### src/rtl/seq_alu_issuer_pkg.sv
// Shared types for the sequential ALU issuer: opcodes, operand/result widths,
// issuer FSM state encoding and the packed command layout held in the FIFO.
package seq_alu_issuer_pkg;

    localparam int unsigned OPERAND_W = 4;
    localparam int unsigned RESULT_W  = 5;
    localparam int unsigned CMD_W     = 2 + 2 * OPERAND_W;

    typedef enum logic [1:0] {
        OpAdd = 2'd0,
        OpSub = 2'd1,
        OpAnd = 2'd2,
        OpOr  = 2'd3
    } opcode_t;

    typedef logic [1:0] issuer_state_t;

    localparam issuer_state_t StIdle  = 2'd0;
    localparam issuer_state_t StIssue = 2'd1;
    localparam issuer_state_t StWait  = 2'd2;
    localparam issuer_state_t StResp  = 2'd3;

    typedef struct packed {
        opcode_t                opcode;
        logic [OPERAND_W-1:0]   a;
        logic [OPERAND_W-1:0]   b;
    } cmd_t;

endpackage

### src/rtl/seq_alu_cmd_fifo.sv
// In-order command FIFO; depth must be a power of two so pointers wrap naturally.
module seq_alu_cmd_fifo
    import seq_alu_issuer_pkg::*;
#(
    parameter int unsigned FIFO_DEPTH = 4
) (
    input  logic             clk,
    input  logic             rst,
    input  logic             push,
    input  logic [CMD_W-1:0] push_data,
    input  logic             pop,
    output logic [CMD_W-1:0] pop_data,
    output logic             full,
    output logic             empty
);

    localparam int unsigned PtrW = (FIFO_DEPTH > 1) ? $clog2(FIFO_DEPTH) : 1;
    localparam int unsigned CntW = $clog2(FIFO_DEPTH) + 1;

    logic [CMD_W-1:0] mem_q [FIFO_DEPTH];
    logic [PtrW-1:0]  wr_ptr_q, rd_ptr_q;
    logic [CntW-1:0]  count_q;
    logic             do_push, do_pop;

    assign full     = (count_q == CntW'(FIFO_DEPTH));
    assign empty    = (count_q == '0);
    assign do_push  = push && !full;
    assign do_pop   = pop && !empty;
    assign pop_data = mem_q[rd_ptr_q];

    always_ff @(posedge clk) begin
        if (do_push) begin
            mem_q[wr_ptr_q] <= push_data;
        end
    end

    always_ff @(posedge clk) begin
        if (rst) begin
            wr_ptr_q <= '0;
            rd_ptr_q <= '0;
            count_q  <= '0;
        end else begin
            if (do_push) wr_ptr_q <= wr_ptr_q + PtrW'(1);
            if (do_pop)  rd_ptr_q <= rd_ptr_q + PtrW'(1);
            case ({do_push, do_pop})
                2'b10:   count_q <= count_q + CntW'(1);
                2'b01:   count_q <= count_q - CntW'(1);
                default: count_q <= count_q;
            endcase
        end
    end

endmodule

### src/rtl/seq_alu_issuer.sv
// Issues queued commands one at a time to an external registered ALU and
// holds each result until the consumer takes it.
module seq_alu_issuer
    import seq_alu_issuer_pkg::*;
#(
    parameter int unsigned FIFO_DEPTH = 4
) (
    input  logic                 clk,
    input  logic                 rst,
    input  logic                 in_valid,
    output logic                 in_ready,
    input  logic [1:0]           in_opcode,
    input  logic [OPERAND_W-1:0] in_a,
    input  logic [OPERAND_W-1:0] in_b,
    output logic                 alu_en,
    output logic [1:0]           alu_opcode,
    output logic [OPERAND_W-1:0] alu_a,
    output logic [OPERAND_W-1:0] alu_b,
    input  logic [RESULT_W-1:0]  alu_c,
    output logic                 res_valid,
    input  logic                 res_ready,
    output logic [RESULT_W-1:0]  res_data,
    output logic [1:0]           res_opcode
);

    issuer_state_t        state_q, state_d;
    logic                 fifo_full, fifo_empty, fifo_pop, push_acc;
    logic [CMD_W-1:0]     head_raw;
    cmd_t                 head;
    cmd_t                 in_cmd;
    opcode_t              alu_op_q;
    logic [OPERAND_W-1:0] alu_a_q, alu_b_q;
    logic [RESULT_W-1:0]  res_data_q;
    opcode_t              res_op_q;

    assign in_cmd   = '{opcode: opcode_t'(in_opcode), a: in_a, b: in_b};
    assign head     = cmd_t'(head_raw);
    assign in_ready = !fifo_full;
    assign push_acc = in_valid && in_ready;
    assign fifo_pop = (state_q == StIssue);

    seq_alu_cmd_fifo #(
        .FIFO_DEPTH (FIFO_DEPTH)
    ) u_fifo (
        .clk       (clk),
        .rst       (rst),
        .push      (in_valid),
        .push_data (in_cmd),
        .pop       (fifo_pop),
        .pop_data  (head_raw),
        .full      (fifo_full),
        .empty     (fifo_empty)
    );

    // The FIFO head drives the ALU only during ISSUE; otherwise the last issued command is held.
    assign alu_en     = (state_q == StIssue);
    assign alu_opcode = alu_en ? head.opcode : alu_op_q;
    assign alu_a      = alu_en ? head.a      : alu_a_q;
    assign alu_b      = alu_en ? head.b      : alu_b_q;
    assign res_valid  = (state_q == StResp);
    assign res_data   = res_data_q;
    assign res_opcode = res_op_q;

    always_comb begin
        state_d = state_q;
        case (state_q)
            StIdle:  if (!fifo_empty) state_d = StIssue;
            StIssue: state_d = StWait;
            StWait:  state_d = StResp;
            default: begin
                // A command pushed this very cycle counts as pending work.
                if (res_ready) state_d = (!fifo_empty || push_acc) ? StIssue : StIdle;
            end
        endcase
    end

    always_ff @(posedge clk) begin
        if (rst) begin
            state_q    <= StIdle;
            alu_op_q   <= OpAdd;
            alu_a_q    <= '0;
            alu_b_q    <= '0;
            res_data_q <= '0;
            res_op_q   <= OpAdd;
        end else begin
            state_q <= state_d;
            if (state_q == StIssue) begin
                alu_op_q <= head.opcode;
                alu_a_q  <= head.a;
                alu_b_q  <= head.b;
            end
            if (state_q == StWait) begin
                res_data_q <= alu_c;
                res_op_q   <= alu_op_q;
            end
        end
    end

endmodule

### config.mk
export PLATFORM = sky130hd
export DESIGN_NAME = seq_alu_issuer
export DESIGN_NICKNAME = d
export VERILOG_FILES = /design/src/rtl/seq_alu_issuer_pkg.sv /design/src/rtl/seq_alu_cmd_fifo.sv /design/src/rtl/seq_alu_issuer.sv
export SDC_FILE = /design/constraint.sdc
export NUM_CORES = 1
export LEC_CHECK = 0
export ABC_CLOCK_PERIOD_IN_PS = 3400
export BUFFER_PORTS_ARGS = -buffer_cell sky130_fd_sc_hd__buf_4
export CAP_MARGIN = 20
export CORE_UTILIZATION = 56
export CTS_CLUSTER_DIAMETER = 150
export DETAILED_ROUTE_END_ITERATION = 12
export PLACE_DENSITY = 0.9
export RECOVER_POWER = 25
export SYNTH_ARGS = -nofsm -noshare
export SYNTH_HDL_FRONTEND = slang
export SYNTH_SLANG_ARGS = --single-unit
### constraint.sdc
create_clock -name clk -period 3.4 [get_ports clk]
set_clock_uncertainty 0.2 [all_clocks]
set_input_delay 0.34 -clock clk [delete_from_list [all_inputs] [get_ports clk]]
set_output_delay 0.34 -clock clk [all_outputs]
set_load 0.05 [all_outputs]
==> out/metrics.cfg <==
[critical_path]
critPathTopFamily=multiplexers
slowest_delay_ns=0.75
cp_num_buf_inv=1
criticalPathCategory=reg -> out
critPathMaxFanout=10
reg2reg_to=u_fifo.count_q[2]
cp.required_ns=2.86
crit_chain=mux4_2, mux2_4, buf_4
cp.depth=3
r2r_cells=8
r2r-start=u_fifo.count_q[2]
worst_setup_path_end_kind=output pin
r2r_slack_ns=0.87
worstSetupStartpointType=flop
cp-endpoint=alu_a[1]
crit_arrival_ns=2.16
critPathSlowestCell=dfxtp_1

[route]
viasPerCell=5.21
ant_nets=0
wl_per_cell_um=15.3
drc=0
wl_mm=4.62
drt_pass1_iterations=4
vias=1568
drtIter0Drc=79

[placement]
dpl.cell_count=275
place_ws_ns=0.880
portBuffers=38
post-dp-hpwl_mm=3.06
gp_congestion=0.736

[clocking]
post-cts-setup-buffer-count=0
htree_levels=3
cts_buffers=9
cts.sinks=68
clk_pin_slew_ns=0.07
clock_path_buffers=2
clock_latency_ns=0.33
cts_hold_buf=10
ctsResizeCount=0
cts_tree=built
root_buffer=clkbuf_8

[grt]
grt_pass1_wl_mm=7.31
grt-ovfl-total=0
grt_start_max_net_pins=29
antenna_found_initial=0
first_global_vias=1512
grt_util_all_layers=0.193

[synthesis]
ys_warn_count=0
yosysSeqAreaShare=0.616
ys_async_sr_fraction=0
synth_ff_type=edfxtp_1
synth.avg_cell_area_um2=16.0
syn_nets=208
synth.distinct_cells=35
synth_area_um2=2860
synth_edf_count=40
synth_cells=179
synth_seq_cells=68

[sta]
rsz0062_at_grt=no
finalMaxSlewViolations=0
finalCriticalPeriod_ns=2.70
tightest_slew_ns=0.675
maxSlewHeadroom=0.549
finalSetupTns_ns=0
worst_slack_ns=0.699
timing.fmax_mhz=370
timing.final.crit_share=0.794
hold_viol=0
hold_slack_ns=0.0390
setup_violations=0

[cells_and_area]
nNetsFinal=258
multi_input_area_um2=1000
regArea_um2=1760
nFillCells=351
antenna_cells=0
final_util=0.717
layout.cells.non_filler=301
syn_to_final_growth_pct=20.8
drive_gt1_frac=0.333

[power_and_ir_drop]
leakagePower_nw=1.28
ir_drop_uv=499
power_density_nw_per_um2=822

[die]
die-area_um2=5390
initial_core_util=0.594
io_pins=39
coreArea_um2=4820
die_y_um=73.5
std_cell_rows=25
die_x_um=73.5

[run]
drv_cap=0

[run_status]
status=completed

[worst_hold_path]
hold_path_class=in -> reg

## placed cells by master (no fill, tap or decap)
cell type and n:
a211o_1 1, a21o_1 2, a21oi_1 5, and3_1 4, buf_4 31, bufinv_16 2, clkbuf_1 9, clkbuf_8 9
clkinv_2 1, clkinv_4 1, clkinvlp_4 2, dfxtp_1 28, dlygate4sd3_1 10, edfxtp_1 40, fa_1 1, ha_1 9
inv_1 7, mux2_4 10, mux2i_1 7, mux4_2 10, nand2_1 1, nand3_1 3, nor2_1 13, nor2b_4 10
nor4_1 1, nor4b_1 1, o21ai_0 2, o311ai_1 1, o31a_1 1, o32ai_1 1, o41ai_1 1, or2b_2 1
or3_1 2, or3b_1 1, or4_4 1, or4b_1 1, xnor2_1 1, xor2_1 3
## where the power goes
group / internal (W) / switching, W
logic: 0.000464 / 0.000592
clock network: 0.000413 / 0.000291
registers: 0.000990 / 0.0000914
total: 0.00187 / 0.000974
## cells in the mapped netlist, types with 2 or more instances
| library cell | instances | area share |
|---|---|---|
| a21o_1 | 2 | 0.0053 |
| a21oi_1 | 5 | 0.0088 |
| and3_1 | 4 | 0.0088 |
| buf_2 | 2 | 0.0035 |
| buf_4 | 3 | 0.0079 |
| buf_6 | 2 | 0.0079 |
| clkbuf_1 | 2 | 0.0026 |
| dfxtp_1 | 28 | 0.20 |
| edfxtp_1 | 40 | 0.42 |
| ha_1 | 9 | 0.039 |
| inv_1 | 7 | 0.0092 |
| mux2_4 | 10 | 0.053 |
| mux2i_1 | 7 | 0.025 |
| mux4_2 | 10 | 0.079 |
| nand3_1 | 3 | 0.0053 |
| nor2_1 | 13 | 0.017 |
| nor2b_4 | 10 | 0.048 |
| o21ai_0 | 2 | 0.0035 |
| or3_1 | 2 | 0.0044 |
| xor2_1 | 3 | 0.0092 |
## flip-flops by register name (all words and copies together), names as in the netlist, named ones only
name / cells
alu_a_q: 4
alu_b_q: 4
alu_op_q: 2
res_data: 5
res_opcode: 2
state_q: 2
u_fifo.count_q: 3
u_fifo.mem_q: 40
u_fifo.rd_ptr_q: 2
u_fifo.wr_ptr_q: 2
## tightest hold or removal path: stages
cell     delay (ns)
buf_4          0.08
mux2i_1        0.05
nor2_1         0.07
## layout make-up
type,instances,area share
Multi-Input combinational cell,94,0.290
Inverter,7,0.00761
Clock buffer,10,0.0369
Clock inverter,6,0.0257
Tap cell,67,0.0243
Sequential cell,68,0.510
Timing Repair Buffer,49,0.105
## worst min-delay path by stage
stage                        from                 end  slack (ns)  cells after the start
floorplan                 in_b[0]  u_fifo.mem_q[0][0]        0.24                      0
finish                   alu_c[1]         res_data[1]        0.04                      3
global placement      res_data[2]         res_data[2]        0.27                      2
global route             alu_c[1]         res_data[1]        0.05                      3
detailed placement  res_opcode[1]       res_opcode[1]        0.28                      2
CTS                      alu_c[2]         res_data[2]        0.03                      3
## logic make-up after synthesis
family                     share of synthesized area
and+or+nand+nor                                0.104
xor gates and xnor gates                      0.0123
AOI/OAI and AO/OA                             0.0328
adders and majority gates                     0.0464
DFF                                            0.616
muxes                                          0.156
buffers and inverters                         0.0328
## metal layers
metal | vias up | GRT usage | routed length, um | share of wire
met3 | 8 | 0.0535 | 185 | 0.040
met5 | - | 0 | 0 | 0
met1 | 766 | 0.242 | 2010 | 0.43
li1 | 757 | - | - | -
met4 | 0 | 0.103 | 87 | 0.019
met2 | 37 | 0.306 | 2340 | 0.51
## metrics by stage
| step | instance area (um2) | power, W |
|---|---|---|
| floorplan | 2860 | 0.00193 |
| global placement | 3170 | 0.00211 |
| detailed placement | 3170 | 0.00215 |
| CTS | 3480 | 0.00287 |
| global route | 3450 | 0.00297 |
| finish | 3450 | 0.00284 |
Note: power is estimated with default switching activity, not from simulation.
